## src/rtl/scan_mem_pkg.sv

```systemverilog
// Shared types and frame field offsets for the scan-driven SRAM access controller.
package scan_mem_pkg;

  typedef enum logic [1:0] {
    OP_NOP  = 2'b00,
    OP_WR   = 2'b01,
    OP_RD   = 2'b10,
    OP_RSVD = 2'b11
  } op_e;

  typedef enum logic [1:0] {
    IDLE = 2'b00,
    REQ  = 2'b01,
    DONE = 2'b10
  } state_e;

  localparam logic [1:0] ST_OK  = 2'b01;
  localparam logic [1:0] ST_TMO = 2'b10;
  localparam logic [1:0] ST_ERR = 2'b11;

  localparam int OP_LSB   = 0;
  localparam int ID_BIT   = 2;
  localparam int SEG_LSB  = 3;
  localparam int ADDR_LSB = 5;
  localparam int DATA_LSB = 16;

endpackage

```

## src/rtl/scan_shift_reg.sv

```systemverilog
// Frame register: LSB-first serial shift, or a masked parallel load of selected fields.
module scan_shift_reg #(
  parameter int FW = 48
) (
  input  logic          clk,
  input  logic          rst,
  input  logic          shift_en,
  input  logic          scan_in,
  input  logic          load_en,
  input  logic [FW-1:0] load_mask,
  input  logic [FW-1:0] load_val,
  output logic [FW-1:0] sr
);

  // NOTE: sequential state is always written with <= so every flop samples pre-edge values.
  always_ff @(posedge clk) begin
    if (rst) begin
      sr <= '0;
    end else if (shift_en) begin
      sr <= {scan_in, sr[FW-1:1]};
    end else if (load_en) begin
      sr <= (sr & ~load_mask) | (load_val & load_mask);
    end
  end

endmodule

```

## src/rtl/scan_mem_ctrl.sv

```systemverilog
// Executes one scanned-in read/write frame against the SRAM request port and
// loads status (and read data) back into the frame register for shift-out.
module scan_mem_ctrl
  import scan_mem_pkg::*;
#(
  parameter int WIDTH   = 32,
  parameter int ADDR_W  = 11,
  parameter int TIMEOUT = 15
) (
  input  logic              clk,
  input  logic              rst,
  input  logic              scan_en,
  input  logic              scan_in,
  output logic              scan_out,
  input  logic              update,
  output logic              busy,
  output logic              done,
  output logic              mem_cen,
  output logic              mem_wen,
  output logic              mem_ren,
  output logic [ADDR_W-1:0] mem_addr,
  output logic [WIDTH-1:0]  mem_wdata,
  output logic [1:0]        mem_seg_id,
  output logic              mem_id_sel,
  input  logic [WIDTH-1:0]  mem_rdata,
  input  logic              mem_ready
);

  localparam int FW    = DATA_LSB + WIDTH;
  localparam int CNT_W = $clog2(TIMEOUT + 1);

  state_e           state, state_nxt;
  logic [CNT_W-1:0] cnt;
  logic [FW-1:0]    sr, load_mask, load_val;
  logic             shift_en, load_en, is_wr, start, is_access, tmo;
  op_e              op;

  assign op        = op_e'(sr[OP_LSB +: 2]);
  assign start     = (state == IDLE) && !scan_en && update;
  assign is_access = (op == OP_WR) || (op == OP_RD);
  assign tmo       = (cnt == CNT_W'(TIMEOUT - 1));
  assign shift_en  = (state == IDLE) && scan_en;

  scan_shift_reg #(.FW(FW)) u_sr (
    .clk       (clk),
    .rst       (rst),
    .shift_en  (shift_en),
    .scan_in   (scan_in),
    .load_en   (load_en),
    .load_mask (load_mask),
    .load_val  (load_val),
    .sr        (sr)
  );

  always_ff @(posedge clk) begin
    if (rst) begin
      state      <= IDLE;
      cnt        <= '0;
      is_wr      <= 1'b0;
      mem_addr   <= '0;
      mem_wdata  <= '0;
      mem_seg_id <= '0;
      mem_id_sel <= 1'b0;
    end else begin
      state <= state_nxt;
      if (start && is_access) begin
        cnt        <= '0;
        is_wr      <= (op == OP_WR);
        mem_addr   <= sr[ADDR_LSB +: ADDR_W];
        mem_wdata  <= sr[DATA_LSB +: WIDTH];
        mem_seg_id <= sr[SEG_LSB +: 2];
        mem_id_sel <= sr[ID_BIT];
      end else if (state == REQ && !mem_ready && cnt < CNT_W'(TIMEOUT)) begin
        cnt <= cnt + 1'b1;
      end
    end
  end

  // NOTE: every output of this block gets a default first, so no path can infer a latch.
  always_comb begin
    state_nxt = state;
    load_en   = 1'b0;
    load_mask = '0;
    load_val  = '0;
    case (state)
      IDLE: begin
        if (start) begin
          if (is_access) begin
            state_nxt = REQ;
          end else if (op == OP_RSVD) begin
            state_nxt              = DONE;
            load_en                = 1'b1;
            load_mask[OP_LSB +: 2] = 2'b11;
            load_val[OP_LSB +: 2]  = ST_ERR;
          end
        end
      end
      REQ: begin
        if (mem_ready) begin
          state_nxt              = DONE;
          load_en                = 1'b1;
          load_mask[OP_LSB +: 2] = 2'b11;
          load_val[OP_LSB +: 2]  = ST_OK;
          if (!is_wr) begin
            load_mask[DATA_LSB +: WIDTH] = '1;
            load_val[DATA_LSB +: WIDTH]  = mem_rdata;
          end
        end else if (tmo) begin
          // Ready on the final count is handled above, so it wins over timeout.
          state_nxt              = DONE;
          load_en                = 1'b1;
          load_mask[OP_LSB +: 2] = 2'b11;
          load_val[OP_LSB +: 2]  = ST_TMO;
        end
      end
      DONE:    state_nxt = IDLE;
      default: state_nxt = IDLE;
    endcase
  end

  assign mem_cen  = (state == REQ);
  assign mem_wen  = mem_cen && is_wr;
  assign mem_ren  = mem_cen && !is_wr;
  assign busy     = (state != IDLE);
  assign done     = (state == DONE);
  assign scan_out = sr[0];

endmodule
```

## config.mk

```make
export PLATFORM = sky130hd
export DESIGN_NAME = scan_mem_ctrl
export DESIGN_NICKNAME = d
export VERILOG_FILES = /design/src/rtl/scan_mem_pkg.sv /design/src/rtl/scan_shift_reg.sv /design/src/rtl/scan_mem_ctrl.sv
export SDC_FILE = /design/constraint.sdc
export NUM_CORES = 1
export LEC_CHECK = 0
export BUFFER_PORTS_ARGS = -buffer_cell sky130_fd_sc_hd__buf_2
export CORE_AREA = 4 4 103 105
export CTS_CLUSTER_SIZE = 20
export DETAILED_ROUTE_END_ITERATION = 10
export DIE_AREA = 0 0 107 109
export PLACE_DENSITY = 0.78
export SLEW_MARGIN = 20
export SYNTH_ARGS = -nofsm -noshare
export SYNTH_HDL_FRONTEND = slang
export SYNTH_HIERARCHICAL = 1
export SYNTH_SLANG_ARGS = --single-unit
```

## constraint.sdc

```tcl
create_clock -name clk -period 3.05 [get_ports clk]
set_input_delay 0.1525 -clock clk [delete_from_list [all_inputs] [get_ports clk]]
set_output_delay 0.1525 -clock clk [all_outputs]
set_load 0.1 [all_outputs]
```

# Word-level counts from Yosys, hierarchy flattened
# Index checks and enable logic that the tools add are counted.
# word_totals
regBits	101
input_bits	38
out_inout_bits	52
word_cells	69
# op_classes
add_sub_neg	1
magnitude_cmp	1
n_eq_ne	9
n_mux	29
bitwise	4
n_reduce_logical	17
# op_table
cell	n
$mux W32	6
$and A48 B48 Y48	2
$mux W48	2
$not A48 Y48	1
$or A48 B48 Y48	1
$mux W2	12
$pmux W2 S2	3
$logic_and A1 B1 Y1	8
$eq A2 B2 Y1 const B	3
$mux W1	5
$add A4 B1 Y4 const B	1
$eq A2 B1 Y1 const B	2
$eq A4 B4 Y1 const B	1
$lt A4 B4 Y1 const B	1
$reduce_bool A2 Y1	2
$logic_not A1 Y1	3
$ne A3 B1 Y1 const B	1
$ne A3 B2 Y1 const B	1
$reduce_and A3 Y1	1
$logic_not A2 Y1	1
$ne A2 B2 Y1 const B	1
$pmux W1 S2	1
$reduce_or A2 Y1	1
$logic_or A1 B1 Y1	1

# Depth between registers and ports, before layout
# logic_depth
ltp_word	10
ltp_mapped	9
ltp_nobuf	7

# Modules after synthesis
# The synthesis kept the hierarchy.
# modules_own_cells
module	n_inst	cells_per_inst	area_each_um2	seq_area_each_um2
scan_shift_reg	1	271	2813.9	960.9
scan_mem_ctrl	1	307	2458.6	1061.0

# Worst setup path after synthesis
# Ideal clock, no wire load.
# synth_timing
path_kind	register to register
start	register state[0]
end	register (tool-made name)
setup_time_ps	104
t_arrival_ps	3964
t_required_ps	2946
slack_ps	-1018
path_stages_with_launch	7
n_path_buf	2
period_less_slack_ps	4068
cell_sequence	dfxtp_1 buf_4 nor2b_1 and3b_1 clkbuf_1 a211oi_1 a2111oi_2
# synth_rtl
element	line_no	text
start, declared	scan_mem_ctrl.sv:32	state_e state, state_nxt;
start signal, assigned	scan_mem_ctrl.sv:65	state <= state_nxt;

==> impl_metrics.ini <==
[status]
status = finished clean

[global_routing]
grt_start_max_net_pins = 61
antenna_found_initial = 0
grt_pass1_wl_mm = 21.2
grt-ovfl-total = 0
grt_pass1_vias = 4522
grtUsageTotal_pct = 22.3

[clock_tree]
cts_resized = 0
cts_made_buffers = 9
tritoncts = done
clk_latency_ps = 370
ctsHoldBuffers = 0
root_buffer = clkbuf_8
cts-htree-levels = 3
clk_path_buf_depth = 2
postCtsSetupBuffers = 0
clock-sinks = 101
clkTransAtPathRegs_ps = 100

[logic_synthesis]
ys_seq_area_share_pct = 38.3
syn-mean-instance-area_um2 = 9.12
synth_top_area_share_pct = 38.3
syn_inst = 578
ys_seq_elements = 101
synth_area_leader_cell = dfxtp_1
yosys-top-cells-area = dfxtp_1, a2111oi_2, nor4bb_1, a211oi_1, a21oi_1
yosysWarnings = 6
syn-cell-area_mm2 = 0.00527
synth_edf_count = 0
synth_ff_type = dfxtp_1
ys_types = 37
async_reset_ff_share_pct = 0

[power]
total_power_w = 0.00301
p_clk_share_pct = 33.6
seq_power_share_pct = 47.9
p_per_area_mw_per_mm2 = 490
switching_share_pct = 30.1
p_comb_share_pct = 18.5
peakVddDrop_mv = 0.265
leakage_nw = 2.24
p_sw_w = 0.000906
internal-power_w = 0.00210

[sta]
setup-tns-final_ps = 0
finalMaxSlewViolations = 0
post-route-period-util_pct = 78.5
rsz0062_at_grt = no
hold_viol = 0
fin_hold_ws_ps = 77.2
fin_crit_ps = 2390
finalWorstSetupSlack_ps = 657
max_slew.worst_pin.slew_ps = 736
timing.fmax_ghz = 0.418
clock_skew_ps = 10.8
maxSlewHeadroom_pct = 50.9
setup_viol = 0

[floorplan]
num_io_pins = 90
chipWidth_um = 107
rows = 36
fp.dieArea_mm2 = 0.0117
die_h_um = 109
start_util_pct = 54.7
coreArea_mm2 = 0.00964

[cells_and_area]
regArea_mm2 = 0.00202
drive_gt1_share_pct = 24.1
fillerInstances = 864
fin_util_pct = 63.7
multiInputGateArea_mm2 = 0.00292
syn2layout_area_growth_pct = 16.4
diodes = 0
mostFrequentLayoutCells = dfxtp_1, buf_2, inv_1, a21oi_1, nand3_1
layout_commonest_cell = dfxtp_1
nNetsFinal = 715

[job]
max_cap_viol_count = 0

[critical_path]
critPathKind = reg -> reg
cp.required_ps = 3270
cp_cell_sequence = nor2b_2 > and3b_2 > buf_4 > nor4bb_1 > a2111oi_2
cp-end-kind = register
crit_fanout = 53
path_delay_family = simple AND/OR/NAND/NOR gates
slowest_delay_ps = 680
path_buf_inv = 1
cp-start-kind = register
cp_slowest_cell = and3b_2
arrival_ps = 2610

[routing]
via_per_inst = 5.73
drc = 0
ant_nets = 0
vias = 4638
routedWlPerCell_um = 15.7
drt-pass1-iter-count = 4
first_iter_violations = 281
wl_mm = 12.7

[place]
portBuffers = 89
dp_slack_ps = 707
gp_congestion = 0.791
dp.final_hpwl_mm = 8.45

[min_path]
hold_class = in -> reg
[metal layers]
layer  global-route usage (%)  wire (µm)  vias to the layer above
li1                         -          -                     2306
met3                     3.85        528                       18
met5                        0          0                        -
met2                     38.0       6410                       86
met4                     9.22        190                        0
met1                     27.9       5620                     2228
[final cells by class]
type,instances,area share [%]
Tap cell,133,2.71
Clock inverter,6,1.81
Inverter,53,3.24
Clock buffer,10,2.08
Sequential cell,101,32.9
Timing Repair Buffer,104,9.74
Multi-Input combinational cell,403,47.5
[metrics by stage]
| stage | instance area, µm² | instances |
|---|---|---|
| after floorplan | 5430 | 619 |
| after global placement | 5900 | 794 |
| after detailed placement | 5900 | 794 |
| after global routing | 6140 | 810 |
| final | 6140 | 810 |
| after CTS | 6140 | 810 |
[power by group through the flow]
| stage | registers [W] | clock network (W) | logic (W) |
|---|---|---|---|
| after floorplan | 0.00153 | 0 | 0.000361 |
| after global placement | 0.00147 | 0 | 0.000533 |
| after detailed placement | 0.00147 | 0 | 0.000551 |
| after CTS | 0.00144 | 0.00102 | 0.000553 |
| after global routing | 0.00145 | 0.00109 | 0.000601 |
| final | 0.00144 | 0.00101 | 0.000555 |
[worst register-to-register path, stage by stage (launching register included)]
cell and delay [ps]:
dfxtp_1 530, nor2b_2 250, and3b_2 680, buf_4 350, nor4bb_1 360, a2111oi_2 70
[cell families (layout without fill, tap and decap cells)]
kind of cell	count (synthesis)	in the layout	synth area share [%]
adders and majority gates	5	5	1.19
DFF	101	101	38.3
buffers and inverters	115	173	9.87
AOI/OAI and AO/OA	204	204	29.9
other	1	42	0.0711
and+or+nand+nor	152	152	20.7
[cell usage after synthesis (all sizes together), types with 2 or more instances]
cell type / instances
clkbuf: 35
a2111oi: 48
nand2: 2
o22ai: 2
nand3: 50
inv: 53
a21o: 2
nor2: 2
nor2b: 3
buf: 27
nor4b: 2
o21ai: 48
or2: 2
nor4bb: 48
a211oi: 48
and2: 33
a21oi: 53
dfxtp: 101
ha: 5
nor3: 2
[path summary, 6_finish.rpt]
kind	from	endpoint	slack [ps]	depth (start not counted)
worst max-delay path	state[0]	register	660	5
worst min-delay path	scan_in	register	80	3
worst max register to register	state[0]	register	660	5
worst min register to register	mem_wdata[26]	mem_wdata[26]	480	2
Power figures use the tool's default switching activity.
